`config.mk`:
```
export PLATFORM = sky130hd
export DESIGN_NAME = delay_line
export DESIGN_NICKNAME = d
export VERILOG_FILES = /design/src/rtl/delay_pkg.sv /design/src/rtl/delay_stage.sv /design/src/rtl/delay_line.sv
export SDC_FILE = /design/constraint.sdc
export NUM_CORES = 1
export LEC_CHECK = 0
export CORE_AREA = 8 8 45 47
export CTS_CLUSTER_SIZE = 24
export DETAILED_ROUTE_END_ITERATION = 16
export DIE_AREA = 0 0 53 55
export PLACE_DENSITY = 0.82
export REMOVE_ABC_BUFFERS = 1
export SLEW_MARGIN = 10
export SYNTH_ARGS = -nofsm -noshare
export SYNTH_HDL_FRONTEND = slang
export SYNTH_SLANG_ARGS = --single-unit
```
`constraint.sdc`:
```
create_clock -name clk -period 3.16 [get_ports clk]
set_input_delay 0.316 -clock clk [delete_from_list [all_inputs] [get_ports clk]]
set_output_delay 0.316 -clock clk [all_outputs]
set_load 0.03 [all_outputs]
```
`src/rtl/delay_pkg.sv`:
```
// Shared definitions for the tapped delay line: tap-select width and the
// per-stage record (data + valid).
package delay_pkg;

  localparam int MAX_W = 64;

  function automatic int selw(input int depth);
    return $clog2(depth + 1);
  endfunction

  // Data is carried at MAX_W and truncated to WIDTH at the point of use.
  typedef struct packed {
    logic [MAX_W-1:0] data;
    logic             valid;
  } stage_rec_t;

endpackage

```
`src/rtl/delay_stage.sv`:
```
// One register stage of the delay line: holds data + valid, clears to RVAL/0
// on reset or flush, loads on enable.
module delay_stage
  import delay_pkg::*;
#(
  parameter int               WIDTH = 1,
  parameter logic [WIDTH-1:0] RVAL  = '0
) (
  input  logic             clk,
  input  logic             rst,
  input  logic             en,
  input  logic             flush,
  input  logic [WIDTH-1:0] d,
  input  logic             d_valid,
  output logic [WIDTH-1:0] q,
  output logic             q_valid
);

  logic [WIDTH-1:0] data_q, data_d;
  logic             vld_q, vld_d;

  always_comb begin
    data_d = data_q;
    vld_d  = vld_q;
    if (flush) begin
      data_d = RVAL;
      vld_d  = 1'b0;
    end else if (en) begin
      data_d = d;
      vld_d  = d_valid;
    end
  end

  always_ff @(posedge clk) begin
    if (!rst) begin
      data_q <= RVAL;
      vld_q  <= 1'b0;
    end else begin
      data_q <= data_d;
      vld_q  <= vld_d;
    end
  end

  assign q       = data_q;
  assign q_valid = vld_q;

endmodule

```
`src/rtl/delay_line.sv`:
```
// Tapped delay line: DEPTH enable-gated stages, a select mux with a zero-latency
// bypass at sel=0, and a registered count of valid stages.
module delay_line
  import delay_pkg::*;
#(
  parameter int               WIDTH = 1,
  parameter int               DEPTH = 4,
  parameter logic [WIDTH-1:0] RVAL  = '0,
  localparam int              SELW  = selw(DEPTH)
) (
  input  logic             clk,
  input  logic             rst,
  input  logic             en,
  input  logic             flush,
  input  logic [WIDTH-1:0] i,
  input  logic             i_valid,
  input  logic [SELW-1:0]  sel,
  output logic [WIDTH-1:0] o,
  output logic             o_valid,
  output logic [SELW-1:0]  occ
);

  logic [DEPTH-1:0][WIDTH-1:0] sd;
  logic [DEPTH-1:0]            sv;

  for (genvar g = 0; g < DEPTH; g++) begin : g_stage
    if (g == 0) begin : g_head
      delay_stage #(.WIDTH(WIDTH), .RVAL(RVAL)) u_stage (
        .clk(clk), .rst(rst), .en(en), .flush(flush),
        .d(i), .d_valid(i_valid), .q(sd[g]), .q_valid(sv[g])
      );
    end else begin : g_tail
      delay_stage #(.WIDTH(WIDTH), .RVAL(RVAL)) u_stage (
        .clk(clk), .rst(rst), .en(en), .flush(flush),
        .d(sd[g-1]), .d_valid(sv[g-1]), .q(sd[g]), .q_valid(sv[g])
      );
    end
  end

  // Tap 0 is the live input; tap k is stage k-1.
  stage_rec_t      taps [DEPTH+1];
  stage_rec_t      tap_sel;
  logic [SELW-1:0] idx;

  always_comb begin
    taps[0].data  = MAX_W'(i);
    taps[0].valid = i_valid;
    for (int k = 1; k <= DEPTH; k++) begin
      taps[k].data  = MAX_W'(sd[k-1]);
      taps[k].valid = sv[k-1];
    end
  end

  assign idx     = (sel > SELW'(DEPTH)) ? SELW'(DEPTH) : sel;
  assign tap_sel = taps[idx];
  assign o       = tap_sel.data[WIDTH-1:0];
  assign o_valid = tap_sel.valid;

  // One in, one out on each enabled edge keeps the count exact without a popcount.
  logic [SELW-1:0] occ_q, occ_d;

  always_comb begin
    occ_d = occ_q;
    if (flush)   occ_d = '0;
    else if (en) occ_d = occ_q + SELW'(i_valid) - SELW'(sv[DEPTH-1]);
  end

  always_ff @(posedge clk) begin
    if (!rst) occ_q <= '0;
    else      occ_q <= occ_d;
  end

  assign occ = occ_q;

endmodule

```
After elaboration in Yosys (flattened, before gate mapping)
Cells that the tools add are included.
Widths: inputs -> output; s select.
{"block": "totals", "inputBits": 9, "regBits": 11, "output_inout_bits": 5, "elab_cells": 20}
{"block": "op_classes", "order_cmp": 2, "muxes": 4, "bitwise": 2, "add_sub_neg": 2, "n_reduce_logical": 1}
{"op": "$bmux 65 s3", "n": 1}
{"op": "$ge 4x4->1 const B", "n": 1}
{"op": "$mux 2", "n": 2}
{"op": "$not 3->4", "n": 1}
{"op": "$add 3x1->3", "n": 1}
{"op": "$gt 3x3->1 const B", "n": 1}
{"op": "$mux 3", "n": 1}
{"op": "$sub 3x1->3", "n": 1}
{"op": "$reduce_or 2->1", "n": 1}
{"op": "$not 1->1", "n": 1}

Longest topological paths before layout
Gate-level depths: netlist of run 1.
{"block": "logic_depth", "depth_word": 6, "depth_mapped": 8}

Hierarchy
A second synthesis of run 1 with hierarchy kept.
{"block": "hier_totals", "cells_unflattened": 59, "hier_area_um2": 563.0}
{"module": "delay_stage", "cells_each": 7, "n_inst": 4, "area_per_inst_um2": 73.8}
{"module": "delay_line", "cells_each": 31, "n_inst": 1, "area_per_inst_um2": 267.8}

Worst setup path after synthesis of run 1
Ideal clock, no wire load.
{"block": "synth_timing", "path_type": "flip-flop to flip-flop", "startpoint": "register occ_q[0] (netlist: occ[0])", "endpoint": "register occ_q[2] (netlist: occ[2])", "path_stages_with_launch": 9, "setup_slack_ns": 1.188, "arrival_time_ns": 1.856, "setup_ns": 0.116, "required_ns": 3.044, "path_cell_list": "dfxtp_1 inv_1 ha_1 inv_1 ha_1 fa_1 xnor2_1 a211oi_1 a31o_1"}
{"block": "synth_via", "elab_chain_len": 2}
{"item": "from (decl)", "line": "delay_line.sv:60", "rtl": "logic [SELW-1:0] occ_q, occ_d;"}
{"item": "from (signal assigned)", "line": "delay_line.sv:69", "rtl": "if (!rst) occ_q <= '0;"}
{"item": "from (signal assigned)", "line": "delay_line.sv:70", "rtl": "else occ_q <= occ_d;"}
{"item": "$add 3x1->3", "line": "delay_line.sv:65", "rtl": "else if (en) occ_d = occ_q + SELW'(i_valid) - SELW'(sv[DEPTH-1]);"}
{"item": "$sub 3x1->3", "line": "delay_line.sv:65"}
Every way passes these cells.
A chain may end at the register's enable or synchronous reset.

Worst setup path in the final report of run 1
{"block": "layout_timing", "startpoint": "input sel[1]", "endpoint": "output o_valid"}
{"block": "layout_via", "elab_chain_len": 6}
{"item": "from (decl)", "line": "delay_line.sv:17", "rtl": "input logic [SELW-1:0] sel,"}
{"item": "$gt 3x3->1", "line": "delay_line.sv:54", "rtl": "assign idx = (sel > SELW'(DEPTH)) ? SELW'(DEPTH) : sel;"}
{"item": "$mux 3 *", "line": "delay_line.sv:54"}
{"item": "$not 3->4 (not written as such) *", "line": "delay_line.sv:55", "rtl": "assign tap_sel = taps[idx];"}
{"item": "$bmux 65 s3 *", "line": "delay_line.sv:55"}
{"item": "$mux 2 (not written as such) * (2 in a row)", "line": "delay_line.sv:55"}
{"item": "to (decl)", "line": "delay_line.sv:19", "rtl": "output logic o_valid,"}
Every way passes the cells marked *; elsewhere a longest branch is shown, timed or not. The select of a mux whose other input is x is not followed.

==> results of run 1 <==
[power groups by stage]
| stage | clock network [mW] | logic (mW) | registers, mW |
|---|---|---|---|
| final | 0.0956 | 0.0426 | 0.141 |
| after CTS | 0.101 | 0.0432 | 0.141 |
| after floorplan | 0 | 0.0195 | 0.146 |
| after detailed placement | 0 | 0.0431 | 0.145 |
| after global routing | 0.105 | 0.0466 | 0.142 |
| after global placement | 0 | 0.0426 | 0.145 |
[sequential cells by signal, summed over array words and instances (netlist names)]
signal and flops:
g_stage.g_head.u_stage.q_valid 1, g_stage.g_head.u_stage.q 1, g_stage.g_tail.u_stage.q_valid 3, g_stage.g_tail.u_stage.q 3
occ 3
[stage by stage]
| step | hold slack (ns) | setup slack, ns | area (um2) | utilization, % | instances |
|---|---|---|---|---|---|
| final | 0.499 | 0.861 | 728 | 52.6 | 89 |
| after global routing | 0.549 | 0.780 | 728 | 52.6 | 89 |
| after CTS | 0.510 | 0.851 | 728 | 52.6 | 89 |
| after detailed placement | 0.492 | 0.847 | 702 | 50.7 | 85 |
| after global placement | 0.476 | 0.857 | 702 | 50.7 | 85 |
| after floorplan | 0.451 | 1.18 | 552 | - | 56 |
[critical path, delay by kind of cell]
| family | cells | cell delay, ns |
|---|---|---|
| buffers and inverters | 2 | 1.29 |
| multiplexers | 1 | 0.13 |
| AO/OA/AOI/OAI | 1 | 0.24 |
[synthesized netlist by cell type (all sizes together)]
library cell / instances / area [um2]
buf: 2 / 12.5
a211oi: 3 / 22.5
mux2i: 12 / 120
nor2b: 2 / 12.5
fa: 1 / 20.0
a221oi: 2 / 30.0
a31o: 1 / 8.76
nor2: 12 / 45.0
xnor2: 1 / 8.76
inv: 7 / 26.3
dfxtp: 11 / 220
nand2b: 2 / 12.5
ha: 2 / 25.0
[cell type report]
type / instances / area, um2
inverters: 7 / 26.3
fillers: 129 / 656
clock buffers: 4 / 26.3
well taps: 16 / 20.0
flip-flops and latches: 11 / 220
multi-input cells: 38 / 305
repair buffers: 13 / 130
[cells by family after synthesis]
family	after synthesis	share of synthesized area, %
flip-flops	11	39.0
buffers and inverters	9	6.87
multiplexers	12	21.3
AO/OA/AOI/OAI	6	10.9
XOR/XNOR	1	1.55
adder cells (fa/ha/maj)	3	7.98
AND/OR/NAND/NOR	16	12.4
[worst paths after layout]
path	slack, ns	end	from	cells after the start
worst max-delay path	0.86	o_valid	sel[1]	4
worst min-delay path	0.50	g_stage[3].g_tail.u_stage.q$_SDFFE_PP0P_	g_stage[3].g_tail.u_stage.q$_SDFFE_PP0P_	2
worst max register to register	1.28	occ[2]$_SDFFE_PP0P_	occ[0]$_SDFFE_PP0P_	8
worst min register to register	0.50	g_stage[3].g_tail.u_stage.q$_SDFFE_PP0P_	g_stage[3].g_tail.u_stage.q$_SDFFE_PP0P_	2
[routing by layer]
layer,vias to the layer above,routed length [um]
li1,224,-
met1,199,435
met2,9,526
met3,2,29
met4,0,7
met5,-,0
==> flow_summary_export.csv, run 1 <==
group,metric,value,unit
final_layout,layout-drive-gt1-share,6.85,%
synthesis,syn_avg_cell_area,9.73,um2
clocking,ctsResizeCount,0,
clocking,cts_made_buffers,3,
clocking,htreeDepth,1,
clocking,cts_root_buf,"clkbuf_4",
timing,maxSlewHeadroom,58.8,%
synthesis,ys_warn_count,0,
clocking,path_clk_slew,0.07,ns
worst_setup_path,critPathLaunchType,"input pin",
timing,fin_crit_sh,72.8,%
clocking,cts_tree,"yes",
floorplan,die-area,2920,um2
floorplan,rows,14,
clocking,cts_setup_buffers,0,
route,drc_errors,0,
worst_setup_path,cp_max_fo,6,
grt,met3_usage,0.802,%
route,drtAntennaViolNets,0,
pwr,total_power,280,uW
timing,fin_crit,2.30,ns
timing,maxSlewViolCount,0,
route,wirelength,998,um
synthesis,netlist_area,564,um2
synthesis,synth_seq_area_share,39.0,%
timing,setup_violations,0,
pwr,sw_frac_of_total,24.4,%
worst_setup_path,arrival,1.98,ns
worst_setup_path,critPathRequiredTime,2.84,ns
pwr,ir_drop,0.000204,V
route,vias,434,
pwr,clkPwrFrac,34.2,%
pwr,power_density,384,nW/um2
worst_setup_path,cp_slowest_cell,"clkdlybuf4s50_1",
synthesis,yosysUniqueCellTypes,14,
placed_design,port_buffers,13,
final_layout,diodes,0,
timing,fin_tns_setup,0,ns
final_layout,areaGrowthSynthToFinish,29.0,%
route,wl_per_cell,11.2,um
worst_setup_path,endpoint_kind,"output port",
route,first_pass_iters,5,
worst_setup_path,slowest_delay,0.70,ns
grt,grt_pass1_wl,1720,um
final_layout,nNetsFinal,86,
grt,grt_use_total,7.91,%
grt,top_usage_layer,"met2",
grt,grt_max_degree,13,
pwr,power_frac_comb,15.2,%
grt,use_met2,13.3,%
clocking,clkLatencyLatePin,0.27,ns
flow_run,drv_cap,0,
floorplan,pin_count,14,
synthesis,ys_seq_elements,11,
timing,rsz0062_at_grt,"no",
floorplan,dieHeight,55,um
synthesis,netlist_instances,58,
timing,fmax,435,MHz
grt,use_met1,8.47,%
outcome,status,"finished clean",
timing,skew,0.00240,ns
worst_setup_path,criticalPathCategory,"input pin to output port",
clocking,cts_hold_buf,0,
hold_path,hp-class,"flip-flop to flip-flop",
worst_setup_path,crit_top_cell,"clkdlybuf4s50_1",
worst_setup_path,cp_cell_sequence,"clkdlybuf4s50_1 -> mux2i_1 -> a221oi_2 -> clkdlybuf4s50_1",
timing,tightest_slew,0.616,ns
placed_design,place.gp.congestion,0.810,
grt,grt_pass1_vias,440,
route,drtIter0Drc,1,
floorplan,start_util,40.8,%
pwr,power.leakage,0.291,nW
floorplan,die_x,53,um
clocking,cts_buffer_depth,2,
grt,overflow,0,
pwr,power.switching,68.1,uW
clocking,clock-sinks,11,
final_layout,final_common_cell,"clkdlybuf4s50_1",
floorplan,core-area,1380,um2
pwr,intPower,211,uW
pwr,pwr-share-seq,50.6,%
final_layout,final_cell_mix,"13 x clkdlybuf4s50_1, 12 x mux2i_1, 12 x nor2_1",
grt,antenna_found_initial,0,
route,viasPerCell,4.88,
timing,finalHoldViolCount,0,
Power figures use the tool's default switching activity.
==> run 2, diff against run 1 <==
Settings changed: CORE_AREA 8 8 45 47 to not set, CORE_MARGIN set to 8, CORE_UTILIZATION set to 41, DIE_AREA 0 0 53 55 to not set, PLACE_DENSITY 0.82 to 0.83.
Clock period 3.16 ns to 2.1 ns, I/O delays scaled along.
==> flow_summary_export.csv, run 2 (synthesis gave the netlist of run 1 again) <==
group,metric,value,unit
floorplan,pin_count,14,
timing,rsz0062_at_grt,"no",
pwr,total_power,426,uW
clocking,ctsResizeCount,0,
clocking,cts_buffer_depth,2,
final_layout,areaGrowthSynthToFinish,29.3,%
final_layout,postLayoutCellArea,729,um2
pwr,power.leakage,0.299,nW
timing,setup_ws,0.226,ns
worst_setup_path,criticalPathCategory,"flip-flop to flip-flop",
floorplan,dieHeight,53.1,um
route,vias,430,
timing,skew,0.000323,ns
floorplan,core-area,1300,um2
timing,setup_violations,0,
grt,antenna_found_initial,0,
clocking,cts_setup_buffers,0,
floorplan,die_x,53.1,um
flow_run,drv_cap,0,
placed_design,dp_hpwl,840,um
timing,fin_crit_sh,89.2,%
timing,maxSlewViolCount,0,
floorplan,rows,13,
clocking,cts_root_buf,"clkbuf_4",
route,viasPerCell,4.83,
route,first_pass_iters,4,
timing,maxSlewHeadroom,56.6,%
route,wl_met3,70,um
final_layout,seq_area,220,um2
placed_design,placed_cells,85,
clocking,htreeDepth,1,
outcome,status,"finished clean",
worst_setup_path,cp_slowest_cell,"fa_1",
clocking,cts_hold_buf,0,
hold_path,hp-class,"flip-flop to flip-flop",
route,wl_per_cell,12.3,um
route,drtAntennaViolNets,0,
final_layout,final_cell_mix,"12 x mux2i_1, 12 x nor2_1, 11 x dfxtp_1, 11 x clkdlybuf4s50_1, 7 x inv_1",
clocking,cts_tree,"yes",
clocking,path_clk_slew,0.07,ns
worst_setup_path,endpoint_kind,"flip-flop",
timing,finalHoldViolCount,0,
final_layout,fillCellCount,125,
final_layout,instances_no_fill,89,
final_layout,layout-drive-gt1-share,10.8,%
timing,whs,0.503,ns
placed_design,preCtsSetupSlack,0.214,ns
worst_setup_path,cp_cell_sequence,"inv_1 -> ha_1 -> inv_1 -> ha_1 -> fa_1 -> xnor2_1 -> a211oi_1 -> a31o_1",
timing,tightest_slew,0.648,ns
route,drc_errors,0,
worst_setup_path,slowest_delay,0.39,ns
clocking,cts_made_buffers,3,
worst_setup_path,critPathRequiredTime,2.27,ns
timing,fin_crit,1.87,ns
pwr,power_density,584,nW/um2
clocking,clkLatencyLatePin,0.27,ns
grt,grt_pass1_wl,1990,um
route,drtIter0Drc,4,
timing,fin_tns_setup,0,ns
grt,grt_use_total,9.71,%
placed_design,post_dp_cell_area,703,um2
placed_design,port_buffers,13,
route,dr.max_layer_used,"met4",
grt,overflow,0,
worst_setup_path,arrival,2.04,ns
clocking,clock-sinks,11,
grt,grt_max_degree,13,
final_layout,diodes,0,
placed_design,place.gp.congestion,0.712,
worst_setup_path,critPathLaunchType,"flip-flop",
route,drt-met1-wl,521,um
pwr,ir_drop,0.000335,V
floorplan,die-area,2820,um2
worst_setup_path,r2r_setup_slack,0.23,ns
route,wirelength,1090,um
final_layout,nNetsFinal,87,
final_layout,multi_input_area,305,um2
route,wl_met2,468,um
floorplan,start_util,43.4,%
timing,fmax,534,MHz
worst_setup_path,cp_max_fo,3,
grt,grt_pass1_vias,445,
final_layout,fin_util,56.1,%
-- run 2: cell count changes in the layout (fill, tap and decap cells not counted) --
cell | before | now
clkdlybuf4s50_1 | 13 | 11
buf_4 | 0 | 3
-- run 2: worst paths after layout --
kind                                                            endpoint  depth (start not counted)                                      from
worst min-delay path            g_stage[3].g_tail.u_stage.q$_SDFFE_PP0P_                          2  g_stage[3].g_tail.u_stage.q$_SDFFE_PP0P_
worst min register to register  g_stage[3].g_tail.u_stage.q$_SDFFE_PP0P_                          2  g_stage[3].g_tail.u_stage.q$_SDFFE_PP0P_
worst max register to register                       occ[2]$_SDFFE_PP0P_                          8                       occ[0]$_SDFFE_PP0P_
worst max-delay path                                 occ[2]$_SDFFE_PP0P_                          8                       occ[0]$_SDFFE_PP0P_
-- run 2: cell type report --
| type | count | area share, % |
|---|---|---|
| clock buffer | 4 | 3.60 |
| inverter | 7 | 3.60 |
| multi-input combinational | 38 | 41.9 |
| sequential | 11 | 30.2 |
| tap | 15 | 2.57 |
| timing repair buffer | 14 | 18.2 |
-- run 2: metal layers --
metal	GRT usage, %	vias to the layer above
met3	4.48	4
met4	6.30	0
li1	-	228
met2	14.3	10
met5	0	-
met1	11.0	188
-- run 2: critical path: cells and delay by family, from the launching register on --
family | cells | cell delay (ns)
xor+xnor | 1 | 0.19
compound gates | 2 | 0.31
buf+inv | 2 | 0.09
fa+ha+maj | 3 | 0.84
flops | 1 | 0.36
-- run 2: where the power goes --
part	internal (mW)	switching (mW)	total (mW)
combinational	0.0339	0.0319	0.0658
clock	0.0735	0.0742	0.148
sequential	0.211	0.00176	0.213
